File: src/rtl/conv_window_feeder_if.sv
// Column-feeder bus: row-FIFO side, shift-register side and band control.
// The slave modport is the feeder; the master modport is its environment.
`ifndef WID_FIFO
`define WID_FIFO 8
`endif

interface conv_window_feeder_if #(
    parameter int DATA_W = `WID_FIFO,
    parameter int COL_W  = 6
);
    logic              start;
    logic [COL_W-1:0]  row_len;
    logic              stall;
    logic              fifo_empty_0, fifo_empty_1, fifo_empty_2;
    logic [DATA_W-1:0] fifo_data_0, fifo_data_1, fifo_data_2;
    logic              fifo_rd;
    logic              shifting;
    logic [DATA_W-1:0] inp_sr_0, inp_sr_1, inp_sr_2;
    logic              win_valid;
    logic              busy;
    logic              done;

    modport master (
        output start, row_len, stall,
        output fifo_empty_0, fifo_empty_1, fifo_empty_2,
        output fifo_data_0, fifo_data_1, fifo_data_2,
        input  fifo_rd, shifting, inp_sr_0, inp_sr_1, inp_sr_2,
        input  win_valid, busy, done
    );

    modport slave (
        input  start, row_len, stall,
        input  fifo_empty_0, fifo_empty_1, fifo_empty_2,
        input  fifo_data_0, fifo_data_1, fifo_data_2,
        output fifo_rd, shifting, inp_sr_0, inp_sr_1, inp_sr_2,
        output win_valid, busy, done
    );
endinterface

File: src/rtl/conv_window_feeder.sv
// Pops one three-row column per cycle from FWFT row FIFOs into the convolver shift
// registers and flags full 3x3 windows. Define CONV_FEEDER_ZERO_PAD_EN for one zero column each side.
`ifndef WID_FIFO
`define WID_FIFO 8
`endif

module conv_window_feeder #(
    parameter int DATA_W = `WID_FIFO,
    parameter int IMG_W  = 32,
    parameter int COL_W  = 6
) (
    input  logic                clk,
    input  logic                rst,
    conv_window_feeder_if.slave bus
);

    typedef enum logic [1:0] {S_IDLE, S_RUN, S_DRAIN} state_t;

    state_t            r_state, w_state_nxt;
    logic [COL_W-1:0]  r_len, r_pop_cnt, r_sh_cnt, w_total;
    logic              w_len_ok, w_start_ok, w_fifo_ok;
    logic              w_issue, w_pop, w_last_issue, w_final;
    logic              r_vld_p1, r_win_vld_p2, r_bad_done;
    logic [DATA_W-1:0] r_sr_0_p1, r_sr_1_p1, r_sr_2_p1;
`ifdef CONV_FEEDER_ZERO_PAD_EN
    logic              r_lead_done;
`endif

    assign w_len_ok   = (bus.row_len >= COL_W'(3)) && (bus.row_len <= COL_W'(IMG_W));
    assign w_start_ok = (r_state == S_IDLE) && bus.start && w_len_ok;
    assign w_fifo_ok  = !bus.fifo_empty_0 && !bus.fifo_empty_1 && !bus.fifo_empty_2;
`ifdef CONV_FEEDER_ZERO_PAD_EN
    assign w_total    = r_len + COL_W'(2);
`else
    assign w_total    = r_len;
`endif

    always_comb begin
        w_state_nxt  = r_state;
        w_issue      = 1'b0;
        w_pop        = 1'b0;
        w_last_issue = 1'b0;
        w_final      = 1'b0;
        case (r_state)
            S_IDLE: begin
                if (w_start_ok) w_state_nxt = S_RUN;
            end
            S_RUN: begin
                if (!bus.stall) begin
`ifdef CONV_FEEDER_ZERO_PAD_EN
                    if (!r_lead_done) begin
                        w_issue = 1'b1;
                    end else if (r_pop_cnt < r_len) begin
                        w_issue = w_fifo_ok;
                        w_pop   = w_fifo_ok;
                    end else begin
                        w_issue      = 1'b1;
                        w_last_issue = 1'b1;
                    end
`else
                    if (w_fifo_ok && (r_pop_cnt < r_len)) begin
                        w_issue      = 1'b1;
                        w_pop        = 1'b1;
                        w_last_issue = (r_pop_cnt == r_len - COL_W'(1));
                    end
`endif
                end
                if (w_last_issue) w_state_nxt = S_DRAIN;
            end
            S_DRAIN: begin
                // the band ends on the window produced by its final shift
                if (r_win_vld_p2 && (r_sh_cnt == w_total)) begin
                    w_final     = 1'b1;
                    w_state_nxt = S_IDLE;
                end
            end
            default: w_state_nxt = S_IDLE;
        endcase
    end

    always_ff @(posedge clk or posedge rst) begin
        if (rst) begin
            r_state      <= S_IDLE;
            r_len        <= '0;
            r_pop_cnt    <= '0;
            r_sh_cnt     <= '0;
            r_bad_done   <= 1'b0;
            r_vld_p1     <= 1'b0;
            r_win_vld_p2 <= 1'b0;
            r_sr_0_p1    <= '0;
            r_sr_1_p1    <= '0;
            r_sr_2_p1    <= '0;
`ifdef CONV_FEEDER_ZERO_PAD_EN
            r_lead_done  <= 1'b0;
`endif
        end else begin
            r_state    <= w_state_nxt;
            r_bad_done <= (r_state == S_IDLE) && bus.start && !w_len_ok;
            if (w_start_ok) begin
                r_len     <= bus.row_len;
                r_pop_cnt <= '0;
                r_sh_cnt  <= '0;
            end else begin
                if (w_pop)    r_pop_cnt <= r_pop_cnt + COL_W'(1);
                if (r_vld_p1) r_sh_cnt  <= r_sh_cnt + COL_W'(1);
            end
`ifdef CONV_FEEDER_ZERO_PAD_EN
            if (w_start_ok)    r_lead_done <= 1'b0;
            else if (w_issue)  r_lead_done <= 1'b1;
`endif
            // stage p1: issued column, pads carry zeros
            r_vld_p1 <= w_issue;
            if (w_issue) begin
                r_sr_0_p1 <= w_pop ? bus.fifo_data_0 : '0;
                r_sr_1_p1 <= w_pop ? bus.fifo_data_1 : '0;
                r_sr_2_p1 <= w_pop ? bus.fifo_data_2 : '0;
            end
            // stage p2: third and later shifts complete a window
            r_win_vld_p2 <= r_vld_p1 && (r_sh_cnt >= COL_W'(2));
        end
    end

    assign bus.fifo_rd   = w_pop;
    assign bus.shifting  = r_vld_p1;
    assign bus.inp_sr_0  = r_sr_0_p1;
    assign bus.inp_sr_1  = r_sr_1_p1;
    assign bus.inp_sr_2  = r_sr_2_p1;
    assign bus.win_valid = r_win_vld_p2;
    assign bus.busy      = (r_state != S_IDLE);
    assign bus.done      = r_bad_done | w_final;

endmodule

File: src/flat_wrapper.sv
// flat-port wrapper written by rule: the top's interface ports become plain ports
module conv_window_feeder_flat 
#(
    parameter int DATA_W = `WID_FIFO,
    parameter int IMG_W  = 32,
    parameter int COL_W  = 6
)
  (clk, rst, bus_start, bus_row_len, bus_stall, bus_fifo_empty_0, bus_fifo_empty_1, bus_fifo_empty_2, bus_fifo_data_0, bus_fifo_data_1, bus_fifo_data_2, bus_fifo_rd, bus_shifting, bus_inp_sr_0, bus_inp_sr_1, bus_inp_sr_2, bus_win_valid, bus_busy, bus_done);
  conv_window_feeder_if #(.DATA_W(DATA_W), .COL_W(COL_W)) bus_i ();
  input  logic clk;
  input  logic rst;
  input wire logic [$bits(bus_i.start)-1:0] bus_start;
  input wire logic [$bits(bus_i.row_len)-1:0] bus_row_len;
  input wire logic [$bits(bus_i.stall)-1:0] bus_stall;
  input wire logic [$bits(bus_i.fifo_empty_0)-1:0] bus_fifo_empty_0;
  input wire logic [$bits(bus_i.fifo_empty_1)-1:0] bus_fifo_empty_1;
  input wire logic [$bits(bus_i.fifo_empty_2)-1:0] bus_fifo_empty_2;
  input wire logic [$bits(bus_i.fifo_data_0)-1:0] bus_fifo_data_0;
  input wire logic [$bits(bus_i.fifo_data_1)-1:0] bus_fifo_data_1;
  input wire logic [$bits(bus_i.fifo_data_2)-1:0] bus_fifo_data_2;
  output wire logic [$bits(bus_i.fifo_rd)-1:0] bus_fifo_rd;
  output wire logic [$bits(bus_i.shifting)-1:0] bus_shifting;
  output wire logic [$bits(bus_i.inp_sr_0)-1:0] bus_inp_sr_0;
  output wire logic [$bits(bus_i.inp_sr_1)-1:0] bus_inp_sr_1;
  output wire logic [$bits(bus_i.inp_sr_2)-1:0] bus_inp_sr_2;
  output wire logic [$bits(bus_i.win_valid)-1:0] bus_win_valid;
  output wire logic [$bits(bus_i.busy)-1:0] bus_busy;
  output wire logic [$bits(bus_i.done)-1:0] bus_done;
  assign bus_i.start = bus_start;
  assign bus_i.row_len = bus_row_len;
  assign bus_i.stall = bus_stall;
  assign bus_i.fifo_empty_0 = bus_fifo_empty_0;
  assign bus_i.fifo_empty_1 = bus_fifo_empty_1;
  assign bus_i.fifo_empty_2 = bus_fifo_empty_2;
  assign bus_i.fifo_data_0 = bus_fifo_data_0;
  assign bus_i.fifo_data_1 = bus_fifo_data_1;
  assign bus_i.fifo_data_2 = bus_fifo_data_2;
  assign bus_fifo_rd = bus_i.fifo_rd;
  assign bus_shifting = bus_i.shifting;
  assign bus_inp_sr_0 = bus_i.inp_sr_0;
  assign bus_inp_sr_1 = bus_i.inp_sr_1;
  assign bus_inp_sr_2 = bus_i.inp_sr_2;
  assign bus_win_valid = bus_i.win_valid;
  assign bus_busy = bus_i.busy;
  assign bus_done = bus_i.done;
  conv_window_feeder #(.DATA_W(DATA_W), .IMG_W(IMG_W), .COL_W(COL_W)) u_core (.clk(clk), .rst(rst), .bus(bus_i));
endmodule
File: config.mk
export PLATFORM = sky130hd
export DESIGN_NAME = conv_window_feeder_flat
export DESIGN_NICKNAME = d
export VERILOG_FILES = /design/src/rtl/conv_window_feeder_if.sv /design/src/rtl/conv_window_feeder.sv /design/src/flat_wrapper.sv
export SDC_FILE = /design/constraint.sdc
export NUM_CORES = 1
export LEC_CHECK = 0
export ABC_AREA = 1
export BUFFER_PORTS_ARGS = -buffer_cell sky130_fd_sc_hd__buf_4
export CORE_ASPECT_RATIO = 0.6
export CORE_MARGIN = 10
export CORE_UTILIZATION = 53
export DETAILED_ROUTE_END_ITERATION = 7
export GPL_ROUTABILITY_DRIVEN = 1
export HOLD_SLACK_MARGIN = 0.15
export PLACE_DENSITY = 0.92
export RECOVER_POWER = 50
export SLEW_MARGIN = 20
export SYNTH_ARGS = -nofsm -noshare
export SYNTH_HDL_FRONTEND = slang
export SYNTH_SLANG_ARGS = --single-unit
File: constraint.sdc
create_clock -name clk -period 2.5 [get_ports clk]
set_clock_uncertainty 0.1 [all_clocks]
set_input_delay 0.125 -clock clk [delete_from_list [all_inputs] [get_ports clk]]
set_output_delay 0.125 -clock clk [all_outputs]
set_load 0.02 [all_outputs]
==> summary.md <==
| Metric | Value |
|---|---|
| PortBufs | `65` |
| Async set-reset flop share out of synthesis | `100%` |
| Antenna violations before repair | `1` |
| Result of the run | `completed` |
| WL final | `between 7 and 8 mm` |
| Mapped Nets | `374` |
| Clk_lat worst skew | `approximately 300 ps` |
| Initial Utilization | `~56%` |
| Die width | `111 um` |
| Die H | `roughly 74 um` |
| Starting DRC count in detailed routing | `228` |
| Cell mode on critical path | `nand2_1` |
| Layout cells sized above 1 | `20.8%` |
| CP Cell Sequence | `inv_1 -> ha_1 -> nand2_1 -> nand2_1 -> nand2_2 -> nand2_1 -> nor2_2 -> nand4_2 -> inv_6 -> buf_4` |
| CP Data Arrival Time | `2100 ps` |
| RD Place Congestion | `around 0.9` |
| Postcts setup bufs | `0` |
| IO Count | `66` |
| Static Leak | `~1.8 nW` |
| Remaining DRCs | `0` |
| Clock sink count | `47` |
| Synth area leaders | `dfrtp_1, nand2_1, inv_1` |
| Synth top area share | `around 45%` |
| Synth cell count leaders | `nand2_1, dfrtp_1, inv_1, nand2_2` |
| Buf/Inv on CP | `3` |
| Tmin final | `2320 ps` |
| Critical path's top delay family | `buffers and inverters` |
| Antenna-violating nets left | `0` |
| Worst Hold Margin | `149 ps` |
| Synth Cell Area | `~2600 sq um` |
| Final Hold Viols | `0` |
| Via density | `5.16` |
| Worst-case vdd ir drop | `0.643 mV` |
| Layout area overhead | `32.8%` |
| Avg WL per Cell | `15.1 um` |
| Layout fillers | `341` |
| Slowest Stage Delay on Critical Path | `approximately 400 ps` |
| CTS Buf Count | `5` |
| # Max-Cap Violations | `0` |
| Most common cell in the netlist | `nand2_1` |
| Seq/Total Area, Yosys | `44.9%` |
| Worst path required time | `2280 ps` |
| Final setup vio count | `0` |
| RSZ-0062 raised after global routing | `false` |
| Crit-path max FO | `19` |
| Pwr Density | `~1000 nW/um^2` |
| Die Area | `8240 sq um` |
| Global Route Usage Sum | `18.0%` |
| CP max-delay cell | `dfrtp_1` |
| Hold/Removal Path Class | `in -> reg` |
| Crit start category | `flop` |
| First-pass GRT wire length | `12.4 mm` |
| Final slew viol count | `0` |
| Fin crit share | `92.9%` |
| Primary FF master, synth | `dfrtp_1` |
| Post-synth cell types | `34` |
| Actual slew at the worst max-slew pin | `968 ps` |
| Synth area leader | `dfrtp_1` |
| Flops & latches, synth | `47` |
| Synth Instances | `327` |
| Vias | `2541` |
| Syn_area_per_cell | `8.01 sq um` |
| Clk root buf | `clkbuf_8` |
| H-tree Lvls | `2` |
| Grt ovf | `0` |
| Reg clk slew, reported paths | `approximately 90 ps` |
| Core area | `4680 sq um` |
| Max Root-Sink Buffers | `2` |
| Critical path capture point type | `output pin` |
| Detailed Routing Iterations Pass 1 | `5` |
| Rel. slew slack | `between 30% and 40%` |
| Number of flops mapped to enable cells by yosys | `0` |
| Final nets | `roughly 470` |
| Row Count | `19` |
| Setup TNS | `0 ps` |
| Yosys warnings | `0` |
| Highest clock rate | `about 0.43 GHz` |
| TritonCTS clock tree | `yes` |
| Pin count of the biggest net entering global routing | `48` |
| CP Class | `reg -> out` |
| Vias in the first global route | `between 2000 and 2500` |
| Detail Placement HPWL | `5.03 mm` |
## cells in the final DEF, fill, tap and decap left out, drive strengths merged
cell / count
xnor2: 2
nor4: 1
nor3: 5
xor2: 5
a21oi: 3
nand2: 141
or2: 1
buf: 40
inv: 40
nand4: 10
o2111ai: 1
dlygate4sd3: 33
o21ai: 10
nand3: 18
dfrtp: 47
o22ai: 1
a21boi: 1
clkbuf: 34
clkinv: 1
ha: 10
bufinv: 1
o211ai: 1
nor2: 20
o21bai: 2
diode: 1
## where the power goes
group          total (mW)  switching [mW]  internal (mW)
Clock               0.601           0.272          0.329
Sequential           1.32           0.264           1.06
Combinational        1.54            1.01          0.533
## flip-flops by register name, indices dropped and copies added, names as in the netlist
register / flops
u_core.bus.inp_sr_0: 8
u_core.bus.inp_sr_1: 8
u_core.bus.inp_sr_2: 8
u_core.r_len: 6
u_core.r_pop_cnt: 6
u_core.r_sh_cnt: 6
u_core.r_state: 2
u_core.bus.shifting: 1
u_core.bus.win_valid: 1
u_core.r_bad_done: 1
## layer usage
metal	global-route usage [%]	vias to the layer above	share of wire (%)
met2	28.1	134	45
met3	7.47	18	11
met1	22.2	1167	42
met5	0	-	0
li1	-	1222	-
met4	6.18	0	2.0
## layout make-up
cell class / instances / area [sq um] / share of cell area (%)
antenna: 1 / 2.50 / 0.0719
clock buffer: 6 / 82.6 / 2.37
clock inverter: 2 / 38.8 / 1.12
inverter: 40 / 160 / 4.60
multi-input combinational: 232 / 1200 / 34.5
sequential: 47 / 1180 / 33.8
tap: 63 / 78.8 / 2.27
timing repair buffer: 101 / 739 / 21.3
## through the flow
stage	power (mW)	utilization, %	std cells	cell area (sq um)	setup slack, ps
3_5_place_dp	2.96	66.7	450	3130	390
4_1_cts	3.60	76.4	491	3580	112
2_1_floorplan	2.33	-	327	2620	765
5_1_grt	3.73	74.3	492	3480	12.3
6_report	3.47	74.3	492	3480	177
3_3_place_gp	2.90	66.7	450	3130	477
## logic make-up after synthesis
| family | share of synthesized area (%) |
|---|---|
| adders and majority gates | 4.78 |
| buffers and inverters | 9.17 |
| AOI/OAI and AO/OA | 5.06 |
| DFF | 44.9 |
| and+or+nand+nor | 33.7 |
| xor gates and xnor gates | 2.34 |
## worst min-delay path, cell delays in order
cell and delay (ps):
buf_4 80, nor3_2 40, nand4_2 130, inv_6 100
## what timing repair did
action / CTS / global route
gates resized for setup: 0 / 2
setup endpoints to repair: 0 / 1
hold endpoints to repair: 85 / 0
hold buffers: 33 / 0
## worst paths after layout
check / start / to / slack, ps / cells after the start
setup / recovery: u_core.r_len[3] / bus_fifo_rd / 180 / 10
hold / removal: bus_fifo_empty_2 / u_core.bus.shifting / 150 / 4
setup reg to reg: u_core.r_len[3] / u_core.bus.inp_sr_1[7] / 410 / 12
hold reg to reg: u_core.bus.inp_sr_0[6] / u_core.bus.inp_sr_0[6] / 390 / 2
max in group asynchronous: rst / u_core.r_len[4] / 1140 / 3
min in group asynchronous: rst / u_core.r_pop_cnt[1] / 500 / 3
(Power assumes the default switching activity.)
